File: config.mk
export PLATFORM = sky130hd
export DESIGN_NAME = oven_ctrl
export DESIGN_NICKNAME = d
export VERILOG_FILES = /design/src/rtl/oven_pkg.sv /design/src/rtl/oven_bin2bcd.sv /design/src/rtl/oven_ctrl.sv
export SDC_FILE = /design/constraint.sdc
export NUM_CORES = 1
export LEC_CHECK = 0
export BUFFER_PORTS_ARGS = -buffer_cell sky130_fd_sc_hd__buf_2
export CORE_MARGIN = 8
export CORE_UTILIZATION = 63
export CTS_CLUSTER_SIZE = 16
export DETAILED_ROUTE_END_ITERATION = 12
export HOLD_SLACK_MARGIN = 0.15
export PLACE_DENSITY = 0.88
export SLEW_MARGIN = 40
export SYNTH_ARGS = -nofsm -noshare
export SYNTH_HDL_FRONTEND = slang
export SYNTH_SLANG_ARGS = --single-unit
File: constraint.sdc
create_clock -name clk -period 8.25 [get_ports clk]
set_clock_uncertainty 0.1 [all_clocks]
set_input_delay 1.65 -clock clk [delete_from_list [all_inputs] [get_ports clk]]
set_output_delay 1.65 -clock clk [all_outputs]
set_load 0.005 [all_outputs]
File: src/rtl/oven_pkg.sv
// oven_pkg: state encoding, BCD digit type and BCD time arithmetic shared by the oven controller.
package oven_pkg;
   typedef enum logic [2:0] {S_OFF, S_SET_TEMP, S_SET_TIME, S_PREHEAT, S_BAKE, S_DONE} state_t;
   typedef logic [3:0] bcd_t;
   function automatic int tick_w(input int div);
      return div > 1 ? $clog2(div) : 1;
   endfunction
   function automatic logic [15:0] mmss_inc(input logic [15:0] t);
      if (t[3:0] != 4'd9) return {t[15:4], t[3:0] + 4'd1};
      if (t[7:4] != 4'd5) return {t[15:8], t[7:4] + 4'd1, 4'd0};
      if (t[11:8] != 4'd9) return {t[15:12], t[11:8] + 4'd1, 8'd0};
      return {t[15:12] == 4'd5 ? 4'd0 : t[15:12] + 4'd1, 12'd0};
   endfunction
   // Saturates at 00:00 so a stray decrement can never wrap the cook time.
   function automatic logic [15:0] mmss_dec(input logic [15:0] t);
      if (t[3:0] != 4'd0) return {t[15:4], t[3:0] - 4'd1};
      if (t[7:4] != 4'd0) return {t[15:8], t[7:4] - 4'd1, 4'd9};
      if (t[11:8] != 4'd0) return {t[15:12], t[11:8] - 4'd1, 8'h59};
      if (t[15:12] != 4'd0) return {t[15:12] - 4'd1, 12'h959};
      return t;
   endfunction
   function automatic logic [7:0] min_inc(input logic [7:0] m, input logic [7:0] max);
      if (m >= max) return m;
      return m[3:0] == 4'd9 ? {m[7:4] + 4'd1, 4'd0} : {m[7:4], m[3:0] + 4'd1};
   endfunction
   function automatic logic [7:0] min_dec(input logic [7:0] m);
      if (m == 8'h00) return m;
      return m[3:0] == 4'd0 ? {m[7:4] - 4'd1, 4'd9} : {m[7:4], m[3:0] - 4'd1};
   endfunction
endpackage

File: src/rtl/oven_bin2bcd.sv
// oven_bin2bcd: combinational double-dabble conversion of a binary value below 1000 to three BCD digits.
module oven_bin2bcd import oven_pkg::*; #(
   parameter int W = 10
) (
   input  logic [W-1:0] bin,
   output bcd_t         hun,
   output bcd_t         ten,
   output bcd_t         one
);
   logic [W+11:0] sr;
   always_comb begin
      sr = {12'd0, bin};
      for (int i = 0; i < W; i++) begin
         for (int d = 0; d < 3; d++)
            sr[W+4*d +: 4] = sr[W+4*d +: 4] > 4'd4 ? sr[W+4*d +: 4] + 4'd3 : sr[W+4*d +: 4];
         sr = sr << 1;
      end
   end
   assign hun = sr[W+8 +: 4];
   assign ten = sr[W+4 +: 4];
   assign one = sr[W +: 4];
endmodule

File: src/rtl/oven_ctrl.sv
// oven_ctrl: front-panel oven controller with MM:SS wall clock, setpoint/cook-time entry,
// preheat/bake/done sequencing, a first-order temperature model and a registered 4-digit display.
module oven_ctrl import oven_pkg::*; #(
   parameter int TICK_DIV     = 50_000_000,
   parameter int TEMP_W       = 10,
   parameter int TEMP_MIN     = 150,
   parameter int TEMP_MAX     = 500,
   parameter int TEMP_STEP    = 25,
   parameter int TEMP_DEFAULT = 350,
   parameter int AMBIENT      = 70,
   parameter int RAMP_UP      = 5,
   parameter int RAMP_DN      = 2,
   parameter int MAX_MIN      = 99
) (
   input  logic              clk,
   input  logic              rst_n,
   input  logic              power,
   input  logic              up,
   input  logic              dn,
   input  logic              start,
   input  logic              time_set,
   output logic [3:0]        bcd3,
   output logic [3:0]        bcd2,
   output logic [3:0]        bcd1,
   output logic [3:0]        bcd0,
   output logic [3:0]        blank,
   output logic              heater,
   output logic              done,
   output logic [2:0]        state,
   output logic [TEMP_W-1:0] cur_temp
);
   localparam int TW = tick_w(TICK_DIV);
   localparam logic [TEMP_W:0] T_MIN  = (TEMP_W+1)'(TEMP_MIN);
   localparam logic [TEMP_W:0] T_MAX  = (TEMP_W+1)'(TEMP_MAX);
   localparam logic [TEMP_W:0] T_STEP = (TEMP_W+1)'(TEMP_STEP);
   localparam logic [TEMP_W:0] T_DEF  = (TEMP_W+1)'(TEMP_DEFAULT);
   localparam logic [TEMP_W:0] T_AMB  = (TEMP_W+1)'(AMBIENT);
   localparam logic [TEMP_W:0] R_UP   = (TEMP_W+1)'(RAMP_UP);
   localparam logic [TEMP_W:0] R_DN   = (TEMP_W+1)'(RAMP_DN);
   localparam logic [7:0] MAX_BCD = {4'(MAX_MIN / 10), 4'(MAX_MIN % 10)};

   state_t st, nst;
   logic [TW-1:0] cnt;
   logic [3:0] btn_q, btn_e, blank_d;
   logic [15:0] wall, cook, dig, dig_d;
   logic [7:0] prog, min_nx;
   logic [TEMP_W-1:0] sp, sp_nx, temp_nx, tsrc;
   logic [TEMP_W:0] sp_up, t_up;
   bcd_t hun, ten, one;
   logic tick, inc, dec, cook_z, temp_mode;

   assign tick = cnt == TW'(TICK_DIV - 1);
   assign btn_e = {up, dn, start, time_set} & ~btn_q;
   // Simultaneous up and down edges cancel each other.
   assign inc = btn_e[3] & ~btn_e[2];
   assign dec = btn_e[2] & ~btn_e[3];
   assign cook_z = cook == 16'h0000;
   assign sp_up = {1'b0, sp} + T_STEP;
   assign sp_nx = inc ? (sp_up > T_MAX ? T_MAX[TEMP_W-1:0] : sp_up[TEMP_W-1:0])
                : dec ? ({1'b0, sp} < T_MIN + T_STEP ? T_MIN[TEMP_W-1:0] : sp - T_STEP[TEMP_W-1:0]) : sp;
   assign min_nx = inc ? min_inc(cook[15:8], MAX_BCD) : dec ? min_dec(cook[15:8]) : cook[15:8];
   assign heater = (st == S_PREHEAT || st == S_BAKE) && cur_temp < sp;
   assign t_up = {1'b0, cur_temp} + R_UP;
   assign temp_nx = heater ? (t_up > T_MAX ? T_MAX[TEMP_W-1:0] : t_up[TEMP_W-1:0])
                  : {1'b0, cur_temp} < T_AMB + R_DN ? T_AMB[TEMP_W-1:0] : cur_temp - R_DN[TEMP_W-1:0];

   always_ff @(posedge clk)
      st <= !rst_n ? S_OFF : nst;

   always_comb begin
      nst = st;
      if (!power)
         nst = S_OFF;
      else
         case (st)
            S_OFF:      nst = S_SET_TEMP;
            S_SET_TEMP: nst = btn_e[1] && !cook_z ? S_PREHEAT : btn_e[0] ? S_SET_TIME : st;
            S_SET_TIME: nst = btn_e[1] && !cook_z ? S_PREHEAT : btn_e[0] ? S_SET_TEMP : st;
            S_PREHEAT:  nst = btn_e[1] ? S_SET_TEMP : cur_temp >= sp ? S_BAKE : st;
            S_BAKE:     nst = btn_e[1] ? S_SET_TEMP : cook_z ? S_DONE : st;
            S_DONE:     nst = |btn_e ? S_SET_TEMP : st;
            default:    nst = S_OFF;
         endcase
   end

   // One converter serves both temperature views: setpoint while editing, model while preheating.
   assign tsrc = st == S_PREHEAT ? cur_temp : sp;
   oven_bin2bcd #(.W(TEMP_W)) u_bcd (.bin(tsrc), .hun(hun), .ten(ten), .one(one));
   assign temp_mode = st == S_SET_TEMP || st == S_PREHEAT;

   always_comb begin
      dig_d = temp_mode ? {4'd0, hun, ten, one} : st == S_OFF ? wall
            : (st == S_SET_TIME || st == S_BAKE) ? cook : 16'h0000;
      blank_d = temp_mode ? {1'b1, hun == 4'd0, hun == 4'd0 && ten == 4'd0, 1'b0} : 4'b0000;
   end

   always_ff @(posedge clk) begin
      if (!rst_n) begin
         cnt <= '0;
         btn_q <= '0;
         wall <= '0;
         cook <= '0;
         prog <= '0;
         sp <= T_DEF[TEMP_W-1:0];
         cur_temp <= T_AMB[TEMP_W-1:0];
         dig <= '0;
         blank <= '0;
      end else begin
         cnt <= tick ? '0 : cnt + 1'b1;
         btn_q <= {up, dn, start, time_set};
         wall <= tick ? mmss_inc(wall) : wall;
         cur_temp <= tick ? temp_nx : cur_temp;
         sp <= st == S_SET_TEMP ? sp_nx : sp;
         prog <= st == S_SET_TIME ? min_nx : prog;
         cook <= st == S_SET_TIME ? {min_nx, 8'h00}
               : st == S_BAKE && tick ? mmss_dec(cook)
               : st == S_DONE && |btn_e ? {prog, 8'h00} : cook;
         dig <= dig_d;
         blank <= blank_d;
      end
   end

   assign {bcd3, bcd2, bcd1, bcd0} = dig;
   assign done = st == S_DONE;
   assign state = st;
endmodule

==> flow_metrics.py <==
metrics = {
    "detailed_routing": {
        "wl_per_cell_um": 16.7,
        "first_pass_iters": 6,
        "drt-initial-drc-count": 991,
        "vias_per_cell": 6.43,
        "wirelength_mm": 23.5,
        "vias": 9071,
        "drc": 0,
        "antenna_left": 0,
    },
    "timing": {
        "slew_viol_final": 0,
        "hold_viol": 0,
        "period_minus_slack_ns": 7.66,
        "fmax_mhz": 131,
        "maxSlewHeadroom": 0.490,
        "worst_pin_slew_ns": 0.765,
        "fin_ws_ns": 0.594,
        "setup-violations-final": 0,
        "min_period_over_period": 0.928,
    },
    "synthesis": {
        "synthTopCellsByCount": "151 x nor2_1, 128 x nand2_1, 112 x dfxtp_1, 97 x a21oi_1, 62 x o21ai_0",
        "syn_area_per_cell_sq_um": 7.45,
        "synthTopCellsByArea": "dfxtp_1 25%, ha_1 6.9%, nor2_1 6.2%, a21oi_1 5.3%, nand2_1 5.3%",
        "syn_inst": 1222,
        "ys_ff_latch": 112,
        "ys_seq_area_frac": 0.246,
        "netlist-cell-type-count": 99,
        "synth_warnings": 0,
        "synth_ff_type": "dfxtp_1",
        "syn_nets": 1279,
        "synth_most_common_cell": "nor2_1",
        "syn-cell-area_sq_um": 9110,
        "yosys.area.top_type": "dfxtp_1",
        "synth_top_area_share": 0.246,
        "synth_edf_count": 0,
        "async_flop_share": 0,
    },
    "critical_path": {
        "end_kind": "flip-flop",
        "cp_max_fo": 13,
        "cp.arrival_ns": 7.83,
        "r2r_slack_ns": 0.59,
        "crit_top_cell": "ha_1",
        "cp_num_cells": 30,
        "max_stage_delay_ns": 0.62,
        "critPathKind": "reg2reg",
        "slowest_stage": "dfxtp_1",
        "crit_end": "blank[1]",
        "required_ns": 8.42,
        "crit_start": "cur_temp[7]",
        "worstReg2RegEnd": "blank[1]",
        "r2r_start": "cur_temp[7]",
        "cpLargestDelayFamily": "compound AO/OA/AOI/OAI gates",
        "crit_buf_inv": 3,
        "startpoint_type": "flip-flop",
        "r2r_cells": 30,
    },
    "power_and_ir_drop": {
        "p_per_area_nw_per_um2": 154,
        "ir_worst_vdd_v": 0.000157,
        "leakage_nw": 3.84,
        "p_total_mw": 1.49,
    },
    "place": {
        "hpwl_mm": 16.8,
        "io_buffers": 40,
        "dp_cells": 1395,
        "gp_congestion": 0.946,
        "pre_cts_ws_ns": 0.406,
    },
    "clock_network": {
        "postCtsSetupBuffers": 0,
        "cts.sinks": 112,
        "cts_tree": "built",
        "cts_root_buf": "clkbuf_16",
        "clk_pin_slew_ns": 0.08,
        "clk_latency_ns": 0.35,
        "htree_levels": 3,
        "clk_path_buf_depth": 2,
        "cts_made_buffers": 9,
    },
    "floorplanning": {
        "design.core.area_sq_um": 14300,
        "die_w_um": 136,
        "dieArea_sq_um": 18600,
        "dieHeight_um": 136,
        "io_pins": 42,
        "rows": 44,
        "start_util": 0.636,
    },
    "cells_and_area": {
        "final_nets": 1279,
        "diodes": 0,
        "synthToLayoutAreaGrowth_pct": 6.29,
        "drive_above_1_share": 0.104,
        "instances_no_fill": 1411,
    },
    "global_routing": {
        "grtUsageTotal": 0.251,
        "grt_pass1_vias": 8437,
        "grt_pass1_wl_mm": 39.2,
        "grt_max_degree": 36,
        "antenna_found_initial": 0,
        "gr-total-overflow": 0,
    },
    "worst_hold_path": {
        "hold_path.class": "reg2reg",
    },
    "run": {
        "maxCapViolCount": 0,
    },
    "run_status": {
        "status": "finished, final reports clean",
    },
}
[layout make-up]
class / count / area (sq um)
sequential: 112 / 2240
timing repair buffer: 48 / 260
tap: 184 / 230
clock inverter: 7 / 83.8
inverter: 59 / 221
fill: 1204 / 4630
clock buffer: 9 / 225
multi-input combinational: 992 / 6410
[cells by family (layout without fill, tap and decap cells)]
group	Yosys count	in the layout	synth area share
AO/OA/AOI/OAI	345	345	0.259
multiplexers	32	32	0.0401
flip-flops	112	112	0.246
other	1	1	0.000412
adder cells (fa/ha/maj)	50	50	0.0687
AND/OR/NAND/NOR	505	505	0.271
XOR/XNOR	59	59	0.0607
buffers and inverters	118	123	0.0530
[cells in the final DEF (no fill, tap or decap), types with 10 or more instances in the layout]
cell / n
nand4_1: 12
a22oi_1: 11
nand2b_1: 14
buf_2: 40
nor3_1: 49
ha_1: 50
a211oi_1: 17
nor2_1: 151
dfxtp_1: 111
mux2i_1: 16
and2_1: 19
nor2b_1: 14
inv_1: 55
a31oi_1: 12
nand2_1: 128
o21a_1: 13
xor2_1: 24
o22ai_1: 10
o21ai_0: 62
xnor2_1: 30
a21oi_1: 97
nand3_1: 36
and3_1: 21
[report_power, final]
group	total (mW)	switching (mW)	internal (mW)
sequential	0.564	0.0125	0.551
combinational	0.464	0.274	0.190
clock	0.461	0.218	0.243
total	1.49	0.504	0.984
[state kept, by name, indices dropped and copies added (netlist names)]
name and cells:
cnt 26, cook 16, dig 16, wall 16, cur_temp 10, sp 10
prog 8, btn_q 4, blank 3, state 3
[timing repair]
action                                  4_1_cts  5_1_grt
gates resized for setup                       0        5
hold buffers                                  0        0
endpoints found under the setup margin        0        4
hold endpoints to repair                      0        0
[how the worst min path moves through the flow]
stage / cells after the start / end / slack [ns] / start
after global placement: 1 / cnt[0] / 0.34 / cnt[0]
after global routing: 2 / prog[2] / 0.40 / prog[2]
after detailed placement: 2 / prog[4] / 0.35 / prog[4]
after floorplan: 1 / cnt[0] / 0.33 / cnt[0]
after CTS: 2 / prog[4] / 0.36 / prog[4]
final: 2 / prog[4] / 0.36 / prog[4]
[layer usage]
metal | up-vias | wire, um | track usage
met4 | 0 | 570 | 0.0860
li1 | 4407 | - | -
met2 | 369 | 10800 | 0.404
met3 | 55 | 1740 | 0.0414
met5 | - | 0 | 0
met1 | 4240 | 10400 | 0.333
[tightest hold or removal path, delay by kind of cell (launching register included)]
kind | cells | cell delay, ns
AOI/OAI and AO/OA | 1 | 0.05
DFF | 1 | 0.32
and+or+nand+nor | 1 | 0.05
[per-stage QoR]
stage / hold slack, ns / setup TNS, ns / utilization / cell area [sq um]
after floorplan: 0.330 / 0 / - / 9110
after global placement: 0.343 / 0 / 0.652 / 9340
after detailed placement: 0.353 / 0 / 0.653 / 9340
after CTS: 0.364 / 0 / 0.674 / 9650
after global routing: 0.397 / -0.0146 / 0.676 / 9680
final: 0.363 / 0 / 0.676 / 9680
No activity file was read; power rests on OpenSTA's default activity.
